**src/rtl/uart_tx_arbiter.sv**
```systemverilog
// uart_tx_arbiter: round-robin byte arbiter feeding a FIFO that is drained
// into a busy-flag-less UART by a fixed-interval pacing FSM.
module uart_tx_arbiter #(
    parameter int unsigned N_REQ       = 2,
    parameter int unsigned FIFO_DEPTH  = 16,
    parameter int unsigned CHAR_CYCLES = 4800
) (
    input  logic                          clk,
    input  logic                          rst_n,
    input  logic [N_REQ-1:0]              req_valid,
    input  logic [8*N_REQ-1:0]            req_data,
    output logic [N_REQ-1:0]              req_ready,
    input  logic                          tx_en,
    output logic                          uart_we,
    output logic [7:0]                    wr_data,
    output logic [$clog2(FIFO_DEPTH):0]   fifo_level,
    output logic                          idle
);

    localparam int unsigned PTR_W  = $clog2(FIFO_DEPTH);
    localparam int unsigned LVL_W  = PTR_W + 1;
    localparam int unsigned PACE_W = $clog2(CHAR_CYCLES);
    localparam int unsigned RR_W   = (N_REQ > 1) ? $clog2(N_REQ) : 1;

    localparam logic [0:0] ST_IDLE = 1'b0;
    localparam logic [0:0] ST_WAIT = 1'b1;

    // Registered state
    logic [RR_W-1:0]   rr_q,      rr_d;
    logic [PTR_W-1:0]  wr_ptr_q,  wr_ptr_d;
    logic [PTR_W-1:0]  rd_ptr_q,  rd_ptr_d;
    logic [LVL_W-1:0]  level_q,   level_d;
    logic [0:0]        state_q,   state_d;
    logic [PACE_W-1:0] pace_q,    pace_d;
    logic              uart_we_q, uart_we_d;
    logic [7:0]        wr_data_q, wr_data_d;
    logic              idle_q,    idle_d;
    logic [7:0]        mem_q [FIFO_DEPTH];

    // Combinational helpers
    logic [7:0]        req_byte [N_REQ];
    logic [N_REQ-1:0]  ready_c;
    logic [RR_W-1:0]   grant_idx;
    logic [RR_W-1:0]   scan_idx;
    int unsigned       scan_sum;
    int unsigned       rr_nxt;
    logic              found;
    logic              push;
    logic              pop;
    logic              empty;
    logic              full;
    logic [7:0]        push_data;

    assign empty = (level_q == '0);
    assign full  = (level_q == LVL_W'(FIFO_DEPTH));

    // Unpack the flat requester data bus into bytes
    always_comb begin
        for (int i = 0; i < N_REQ; i++) begin
            req_byte[i] = req_data[8*i +: 8];
        end
    end

    // Round-robin scan from rr upward with wrap; nothing granted when full
    always_comb begin
        ready_c   = '0;
        grant_idx = '0;
        scan_idx  = '0;
        scan_sum  = 0;
        found     = 1'b0;
        for (int k = 0; k < N_REQ; k++) begin
            scan_sum = int'(rr_q) + k;
            if (scan_sum >= N_REQ) begin
                scan_sum = scan_sum - N_REQ;
            end
            scan_idx = RR_W'(scan_sum);
            if (!found && !full && req_valid[scan_idx]) begin
                ready_c[scan_idx] = 1'b1;
                grant_idx         = scan_idx;
                found             = 1'b1;
            end
        end
    end

    // Grant is suppressed while reset is asserted
    assign req_ready = rst_n ? ready_c : '0;
    assign push      = |(req_valid & req_ready);
    assign push_data = req_byte[grant_idx];

    // Round-robin pointer advances past the granted requester
    always_comb begin
        rr_d   = rr_q;
        rr_nxt = int'(grant_idx) + 1;
        if (rr_nxt >= N_REQ) begin
            rr_nxt = 0;
        end
        if (push) begin
            rr_d = RR_W'(rr_nxt);
        end
    end

    // Issue FSM: one UART write per CHAR_CYCLES clocks while bytes are queued
    always_comb begin
        state_d   = state_q;
        pace_d    = pace_q;
        uart_we_d = 1'b0;
        wr_data_d = wr_data_q;
        pop       = 1'b0;
        case (state_q)
            ST_IDLE: begin
                if (!empty && tx_en) begin
                    uart_we_d = 1'b1;
                    wr_data_d = mem_q[rd_ptr_q];
                    pop       = 1'b1;
                    pace_d    = PACE_W'(CHAR_CYCLES - 1);
                    state_d   = ST_WAIT;
                end
            end
            ST_WAIT: begin
                if (pace_q != '0) begin
                    pace_d = pace_q - PACE_W'(1);
                end else if (!empty && tx_en) begin
                    uart_we_d = 1'b1;
                    wr_data_d = mem_q[rd_ptr_q];
                    pop       = 1'b1;
                    pace_d    = PACE_W'(CHAR_CYCLES - 1);
                end else begin
                    state_d = ST_IDLE;
                end
            end
            default: begin
                state_d = ST_IDLE;
            end
        endcase
    end

    // FIFO pointer and occupancy update; push and pop together keep the level
    always_comb begin
        wr_ptr_d = push ? (wr_ptr_q + PTR_W'(1)) : wr_ptr_q;
        rd_ptr_d = pop  ? (rd_ptr_q + PTR_W'(1)) : rd_ptr_q;
        case ({push, pop})
            2'b10:   level_d = level_q + LVL_W'(1);
            2'b01:   level_d = level_q - LVL_W'(1);
            default: level_d = level_q;
        endcase
        idle_d = (state_d == ST_IDLE) && (level_d == '0);
    end

    // State registers
    always_ff @(posedge clk or negedge rst_n) begin
        if (!rst_n) begin
            rr_q      <= '0;
            wr_ptr_q  <= '0;
            rd_ptr_q  <= '0;
            level_q   <= '0;
            state_q   <= ST_IDLE;
            pace_q    <= '0;
            uart_we_q <= 1'b0;
            wr_data_q <= 8'h00;
            idle_q    <= 1'b1;
        end else begin
            rr_q      <= rr_d;
            wr_ptr_q  <= wr_ptr_d;
            rd_ptr_q  <= rd_ptr_d;
            level_q   <= level_d;
            state_q   <= state_d;
            pace_q    <= pace_d;
            uart_we_q <= uart_we_d;
            wr_data_q <= wr_data_d;
            idle_q    <= idle_d;
        end
    end

    // FIFO storage; contents are don't-care until written
    always_ff @(posedge clk) begin
        if (push) begin
            mem_q[wr_ptr_q] <= push_data;
        end
    end

    assign uart_we    = uart_we_q;
    assign wr_data    = wr_data_q;
    assign fifo_level = level_q;
    assign idle       = idle_q;

endmodule

```
**config.mk**
```make
export PLATFORM = sky130hd
export DESIGN_NAME = uart_tx_arbiter
export DESIGN_NICKNAME = d
export VERILOG_FILES = /design/src/rtl/uart_tx_arbiter.sv
export SDC_FILE = /design/constraint.sdc
export NUM_CORES = 1
export LEC_CHECK = 0
export CORE_MARGIN = 1.5
export CORE_UTILIZATION = 59
export DETAILED_ROUTE_END_ITERATION = 12
export HOLD_SLACK_MARGIN = 0.03
export PLACE_DENSITY = 0.82
export SYNTH_ARGS = -nofsm -noshare
export SYNTH_HDL_FRONTEND = slang
export SYNTH_SLANG_ARGS = --single-unit
```
**constraint.sdc**
```tcl
create_clock -name clk -period 4 [get_ports clk]
set_input_delay 0.4 -clock clk [delete_from_list [all_inputs] [get_ports clk]]
set_output_delay 0.4 -clock clk [all_outputs]
set_load 0.02 [all_outputs]
```
==> metrics.md, run 1 <==
| Metric | Value |
|---|---|
| Routing layer with the top usage in global route | `met2` |
| Internal power consumption | `0.003154 W` |
| Crit path capture type | `register` |
| Total instance count after detailed placement | `574` |
| Number of DRC markers after the initial detailed-route iteration | `382` |
| Layout Area Growth over Synthesis | `15.64%` |
| Average via count per standard cell | `6.401` |
| Dominant cell type by area after synthesis | `sky130_fd_sc_hd__edfxtp_1` |
| Run status | `complete, no violations` |
| Classification of the worst setup path | `reg2reg` |
| Number of fill cells in the layout | `686` |
| Net count after synthesis | `436` |
| Post-synthesis cell count | `405` |
| Relative slew slack | `0.3403` |
| Final max-slew violation count | `0` |
| Number of I/O port buffers | `37` |
| Share of total power in the clock network | `0.362` |
| Met1 usage in global routing | `0.3306` |
| Routed length per instance | `23.27 microns` |
| ANT nets after route | `0` |
| Path class of the lowest-slack min-delay path | `in2async` |
| Via count | `3879` |
| Fraction of registers with async set/reset | `0.2289` |
| Sequential element share of the synthesized area | `0.6874` |
| Number of sinks driven by the clock tree | `166` |
| Seq cells post-synth | `166` |
| Clock Skew | `12.52 ps` |
| Critical path data required time | `4320 ps` |
| Clock Latency Late Sink | `430 ps` |
| Part of the cycle the worst path needs | `0.9174` |
| Synth top area cells | `sky130_fd_sc_hd__edfxtp_1 (55%), sky130_fd_sc_hd__dfrtp_1 (13%), sky130_fd_sc_hd__mux4_2 (10%)` |
| Clock buffers created by TritonCTS | `17` |
| Total die area | `0.01249 sq mm` |
| Main flop type after synthesis | `sky130_fd_sc_hd__edfxtp_1` |
| Top-level I/O count | `38` |
| Effective utilization at floorplan | `0.6084` |
| Number of levels the H-tree was split into | `4` |
| Switch Pwr | `0.001090 W` |
| Final total negative setup slack | `0 ps` |
| Crit start category | `register` |
| N_diodes | `0` |
| Number of cells in the finished layout apart from fillers | `606` |
| Die W | `111.7 microns` |
| Synth Warn # | `0` |
| Number of enable-type register cells in the synthesized netlist | `128` |
| Critical Path Fanout Max | `15` |
| Leading cell type in the layout, fill and taps excluded | `sky130_fd_sc_hd__edfxtp_1` |
| Pleak | `2.804 nW` |
| Die height | `111.7 microns` |
| Final setup fails | `0` |
| Floorplan row count | `39` |
| Count of cell types in the netlist | `49` |
| Total wire length | `14100 microns` |
| HPWL after DPL | `8919 microns` |
| Combinational share of power | `0.126` |
| Via count of the first global-routing pass | `3904` |
| Maximum capacitance violations | `0` |
| Number of buffers inserted to repair setup after CTS | `0` |
| DRC violation count after routing | `0` |
| Share of post-route cells with drive strength above 1 | `0.2160` |
| Initial antenna violation count | `0` |
| Summed instance area of the synthesized netlist | `0.006977 sq mm` |
| TritonCTS clock tree | `built` |
| First-pass GRT wire length | `22100 microns` |
| Most used cells in the layout excluding fill and tap cells | `sky130_fd_sc_hd__edfxtp_1 (128), sky130_fd_sc_hd__clkdlybuf4s50_1 (36), sky130_fd_sc_hd__dfrtp_1 (35), sky130_fd_sc_hd__mux4_2 (32)` |
| Pin count of the biggest net entering global routing | `40` |
| Fmax | `272.5 MHz` |
| Global-route usage over all layers | `0.2452` |
| GP Congestion | `0.8153` |
| CTS root buf | `sky130_fd_sc_hd__clkbuf_16` |
| Register share of total power | `0.511` |
| Router iterations before antenna repair | `5` |
| Post-CTS clock slew at the launch and capture registers of the worst setup and hold paths | `60 ps` |
| Hold Violations, Final | `0` |
| GR Overflow Total | `0` |
| Core Region | `0.01147 sq mm` |
| Global-route track usage on met2 | `0.3785` |
| Shortest period the worst path allows | `3670 ps` |
| Final layout net count | `481` |
| RSZ-0062 raised after global routing | `false` |
| Proportion of netlist area held by the largest area contributor | `0.5509` |
| Fraction of power spent switching nets | `0.2568` |
| Worst Tran Pin Value | `989.5 ps` |
| CTS Buffer Depth | `2` |
| Mean area per synthesized cell | `17.23 sq um` |
| VDD IR-drop max | `474.6 uV` |
| Met3 track demand over resource | `0.08547` |
| Worst endpoint data arrival time | `3990 ps` |
| Cell area power density | `526.0 mW/mm^2` |
==> power groups by stage <==
stage | Combinational [W] | Sequential [W] | Clock [W]
floorplan | 0.000327 | 0.00216 | 0
global placement | 0.000496 | 0.00217 | 0
detailed placement | 0.000523 | 0.00219 | 0
CTS | 0.000535 | 0.00216 | 0.00156
global route | 0.000578 | 0.00219 | 0.00164
finish | 0.000536 | 0.00217 | 0.00154
==> final cells by class <==
class | count | area (sq um) | share of cell area
Clock buffer | 22 | 464.2 | 0.05754
Sequential cell | 166 | 4798 | 0.5948
Inverter | 11 | 43.79 | 0.005428
Timing Repair Buffer | 45 | 425.4 | 0.05273
Tap cell | 143 | 178.9 | 0.02218
Clock inverter | 10 | 100.1 | 0.01241
Multi-Input combinational cell | 209 | 2057 | 0.2550
==> worst max-delay path: stages, from the launching register on <==
cell and delay, ps:
sky130_fd_sc_hd__dfrtp_1 410, sky130_fd_sc_hd__inv_1 110, sky130_fd_sc_hd__ha_1 190, sky130_fd_sc_hd__or4b_1 570, sky130_fd_sc_hd__o31ai_4 340, sky130_fd_sc_hd__nand2b_4 120, sky130_fd_sc_hd__inv_4 210, sky130_fd_sc_hd__ha_4 230
sky130_fd_sc_hd__xor2_1 100, sky130_fd_sc_hd__ha_1 240, sky130_fd_sc_hd__a21oi_1 190, sky130_fd_sc_hd__mux2i_1 250, sky130_fd_sc_hd__xnor2_1 110, sky130_fd_sc_hd__nor3_1 230, sky130_fd_sc_hd__nor4b_2 270
==> registers in the layout, indices dropped and copies added, names as in the netlist <==
| name | cells |
|---|---|
| uart_we | 1 |
| pace_q | 13 |
| wr_ptr_q | 4 |
| rd_ptr_q | 4 |
| state_q | 1 |
| mem_q | 128 |
| rr_q | 1 |
| wr_data | 8 |
| idle | 1 |
| fifo_level | 5 |
==> timing repair <==
item | 4_1_cts | 5_1_grt
gates resized for setup | 0 | 2
hold buffers | 0 | 0
setup endpoints to repair | 0 | 1
==> worst paths after layout <==
| check | startpoint | end | slack (ps) | cells past startpoint |
|---|---|---|---|---|
| worst max-delay path | pace_q[0]$_DFF_PN0_ | idle$_DFF_PN1_ | 330 | 14 |
| worst min-delay path | rst_n | wr_data[0]$_DFFE_PN0P_ | 140 | 2 |
| worst max register to register | pace_q[0]$_DFF_PN0_ | idle$_DFF_PN1_ | 330 | 14 |
| worst min register to register | pace_q[9]$_DFF_PN0_ | pace_q[9]$_DFF_PN0_ | 490 | 1 |
| max in group asynchronous | rst_n | rd_ptr_q[0]$_DFFE_PN0P_ | 3490 | 2 |
| min in group clk | pace_q[9]$_DFF_PN0_ | pace_q[9]$_DFF_PN0_ | 490 | 1 |
==> routing by layer <==
| layer | vias to the layer above | part of all wire |
|---|---|---|
| met4 | 0 | 0.021 |
| met5 | - | 0 |
| met1 | 1984 | 0.41 |
| met2 | 181 | 0.49 |
| li1 | 1685 | - |
| met3 | 29 | 0.076 |
==> cells by family after synthesis <==
| kind of cell | count (synthesis) | share of synthesized area |
|---|---|---|
| adders and majority gates | 10 | 0.01793 |
| DFF | 166 | 0.6874 |
| buffers and inverters | 30 | 0.01955 |
| AOI/OAI and AO/OA | 48 | 0.04914 |
| and+or+nand+nor | 85 | 0.06833 |
| xor gates and xnor gates | 12 | 0.01614 |
| muxes | 54 | 0.1415 |
==> stage by stage <==
stage | hold WS, ps | area (sq um) | setup slack (ps) | power [W] | utilization
floorplan | 104.4 | 6977 | 646.0 | 0.002487 | -
global placement | 471.6 | 7491 | 572.5 | 0.002670 | 0.6532
detailed placement | 473.2 | 7491 | 191.8 | 0.002716 | 0.6532
CTS | 148.0 | 8055 | 141.8 | 0.004256 | 0.7025
global route | 169.4 | 8068 | 81.85 | 0.004403 | 0.7035
finish | 136.5 | 8068 | 330.3 | 0.004243 | 0.7035
==> synth_stat cells (all sizes together), types with 10 or more instances <==
cell type    n
a21oi       10
nor2        17
a22oi       16
edfxtp     128
clkbuf      11
and2        10
ha          10
mux4        32
mux2        19
inv         11
nand2       19
dfrtp       37
Power figures use the tool's default switching activity.
==> run 2: changes to the inputs <==
MAX_ROUTING_LAYER = met4   (was default)
SLEW_MARGIN = 20   (was default)
==> run 2 against run 1 <==
Non-clock buffer count did not move. Global-route usage rose by 0.81 points. Sequential share of layout area did not move. Final cell count did not move. Via count fell by 0.49%. Final area did not move. Count of clock-buffer cells in the layout did not move. Total power barely moved. Clock power barely moved. Die area did not move. Largest cell class unchanged. Largest power group unchanged.
==> metrics.md, run 2 (synthesis results as in run 1) <==
| Metric | Value |
|---|---|
| Run status | `complete, no violations` |
| Number of cells in the finished layout apart from fillers | `606` |
| Global-route usage over all layers | `0.2533` |
| Die height | `111.7 microns` |
| Crit path capture type | `register` |
| Number of buffers inserted to repair setup after CTS | `0` |
| Via count of the first global-routing pass | `3898` |
| Endpoint of the worst register-to-register path | `idle$_DFF_PN1_` |
| Layout Area Growth over Synthesis | `15.64%` |
| Number of sinks driven by the clock tree | `166` |
| Final setup fails | `0` |
| Minimum setup slack after placement | `191.8 ps` |
| Total wire length | `14110 microns` |
| Share of post-route cells with drive strength above 1 | `0.2160` |
| Relative slew slack | `0.3437` |
| Standard cell with the maximum stage delay on the critical path | `sky130_fd_sc_hd__or4b_1` |
| Pin count of the biggest net entering global routing | `40` |
| CTS Buffer Depth | `2` |
| Most used cells in the layout excluding fill and tap cells | `sky130_fd_sc_hd__edfxtp_1 (128), sky130_fd_sc_hd__clkdlybuf4s50_1 (36), sky130_fd_sc_hd__dfrtp_1 (35), sky130_fd_sc_hd__mux4_2 (32)` |
| Register with the most flip-flops | `mem_q` |
| Depth of the worst register-to-register path | `14` |
| Beginning of the critical path | `pace_q[0]$_DFF_PN0_` |
| Leading cell type in the layout, fill and taps excluded | `sky130_fd_sc_hd__edfxtp_1` |
| HPWL after DPL | `8919 microns` |
| Maximum capacitance violations | `0` |
| Average via count per standard cell | `6.370` |
| GP Congestion | `0.8274` |
| Setup slack of the critical path after layout | `325.3 ps` |
| Final-layout worst hold slack | `141.4 ps` |
| GR Overflow Total | `0` |
| Final total negative setup slack | `0 ps` |
| Top-level I/O count | `38` |
| Path class of the lowest-slack min-delay path | `in2async` |
| Number of levels the H-tree was split into | `4` |
| Number of fill cells in the layout | `686` |
| Critical Path Fanout Max | `15` |
| Number of DRC markers after the initial detailed-route iteration | `356` |
| Final layout net count | `481` |
| Total instance count after detailed placement | `574` |
| RSZ-0062 raised after global routing | `false` |
| Effective utilization at floorplan | `0.6084` |
| Clock Skew | `7.647 ps` |
| Routed length per instance | `23.28 microns` |
| Worst Tran Pin Value | `984.4 ps` |
| Die W | `111.7 microns` |
| Worst setup endpoint | `idle$_DFF_PN1_` |
| Shortest period the worst path allows | `3675 ps` |
| Post-CTS clock slew at the launch and capture registers of the worst setup and hold paths | `60 ps` |
| Critical path data required time | `4330 ps` |
| VDD IR-drop max | `473.2 uV` |
| Crit-path most repeated cell | `sky130_fd_sc_hd__ha_1` |
| Combined area of the multi-input logic cells | `0.002057 sq mm` |
| Worst endpoint data arrival time | `4000 ps` |
| Fraction of power spent switching nets | `0.2569` |
| Pleak | `2.804 nW` |
| TritonCTS clock tree | `built` |
| Router iterations before antenna repair | `5` |
| Worst setup slack for register-to-register paths | `330 ps` |
| Crit start category | `register` |
| Internal power consumption | `0.003153 W` |
| Tot Pwr | `0.004243 W` |
| Floorplan row count | `39` |
| Core Region | `0.01147 sq mm` |
| Critical Path Max Stage Delay | `570 ps` |
| Clock Latency Late Sink | `430 ps` |
| ANT nets after route | `0` |
| Fmax | `272.1 MHz` |
| Via count | `3860` |
| Critical Path, Cell by Cell | `inv_1 > ha_1 > or4b_1 > o31ai_4 > nand2b_4 > inv_4 > ha_4 > xor2_1 > ha_1 > a21oi_1 > mux2i_1 > xnor2_1 > nor3_1 > nor4b_2` |
| Total die area | `0.01249 sq mm` |
| Clock buffers created by TritonCTS | `17` |
| DRC violation count after routing | `0` |
| Combined flip-flop and latch cell area | `0.004798 sq mm` |
| Flip-flop count of the largest register, all copies and words added | `128` |
| Part of the cycle the worst path needs | `0.9187` |
| CTS root buf | `sky130_fd_sc_hd__clkbuf_16` |
| First-pass GRT wire length | `22110 microns` |
| R2r startpoint | `pace_q[0]$_DFF_PN0_` |
| N_diodes | `0` |
| Switch Pwr | `0.001090 W` |
| Cell area power density | `526.0 mW/mm^2` |
| Initial antenna violation count | `0` |
| Final max-slew violation count | `0` |
| Register share of total power | `0.511` |
| Combinational share of power | `0.126` |
| Share of total power in the clock network | `0.362` |
| Hold Violations, Final | `0` |
| Classification of the worst setup path | `reg2reg` |
| Number of I/O port buffers | `37` |
[run 2: cell counts in the layout (fill, tap and decap cells not counted)]
No cell type changed its count.
[run 2: worst max-delay path, delay by kind of cell (launching register included)]
| kind | cells | cell delay, ps |
|---|---|---|
| AO/OA/AOI/OAI | 2 | 520 |
| adder cells (fa/ha/maj) | 3 | 660 |
| buffers and inverters | 2 | 320 |
| multiplexers | 1 | 250 |
| AND/OR/NAND/NOR | 4 | 1200 |
| flip-flops | 1 | 410 |
| XOR/XNOR | 2 | 210 |
[run 2: worst min-delay path by stage]
stage                              start                       to  slack, ps  cells past startpoint
finish                             rst_n   wr_data[0]$_DFFE_PN0P_        140                      2
global route                       rst_n   wr_data[0]$_DFFE_PN0P_        170                      2
CTS                                rst_n  wr_ptr_q[2]$_DFFE_PN0P_        150                      2
detailed placement  pace_q[10]$_DFF_PN0_     pace_q[10]$_DFF_PN0_        470                      1
global placement    pace_q[10]$_DFF_PN0_     pace_q[10]$_DFF_PN0_        470                      1
floorplan                          rst_n  fifo_level[0]$_DFF_PN0_        100                      0
[run 2: final cells by class]
cell class	count	area share
flip-flops and latches	166	0.5948
multi-input cells	209	0.2550
clock buffers	22	0.05754
repair buffers	45	0.05273
well taps	143	0.02218
clock inverters	10	0.01241
inverters	11	0.005428
[run 2: what timing repair did]
item                                    CTS  global route
endpoints found under the setup margin    0             1
resized for setup                         0             2
hold endpoints to repair                  0             0
hold buffers                              0             0
[run 2: routing by layer]
metal / share of wire / global-route usage
met1: 0.41 / 0.3275
met2: 0.49 / 0.3825
met3: 0.076 / 0.08547
met4: 0.023 / 0.08439
met5: 0 / -
[run 2: through the flow]
| stage | instance area (sq um) | util |
|---|---|---|
| 6_report | 8068 | 0.7035 |
| 5_1_grt | 8068 | 0.7035 |
| 4_1_cts | 8055 | 0.7025 |
| 3_5_place_dp | 7491 | 0.6532 |
| 3_3_place_gp | 7491 | 0.6532 |
| 2_1_floorplan | 6977 | - |
[run 2: power groups by stage]
stage	combinational [W]	clock [W]	sequential, W
detailed placement	0.000523	0	0.00219
global placement	0.000496	0	0.00217
finish	0.000537	0.00154	0.00217
global route	0.000578	0.00164	0.00219
floorplan	0.000327	0	0.00216
CTS	0.000535	0.00156	0.00216
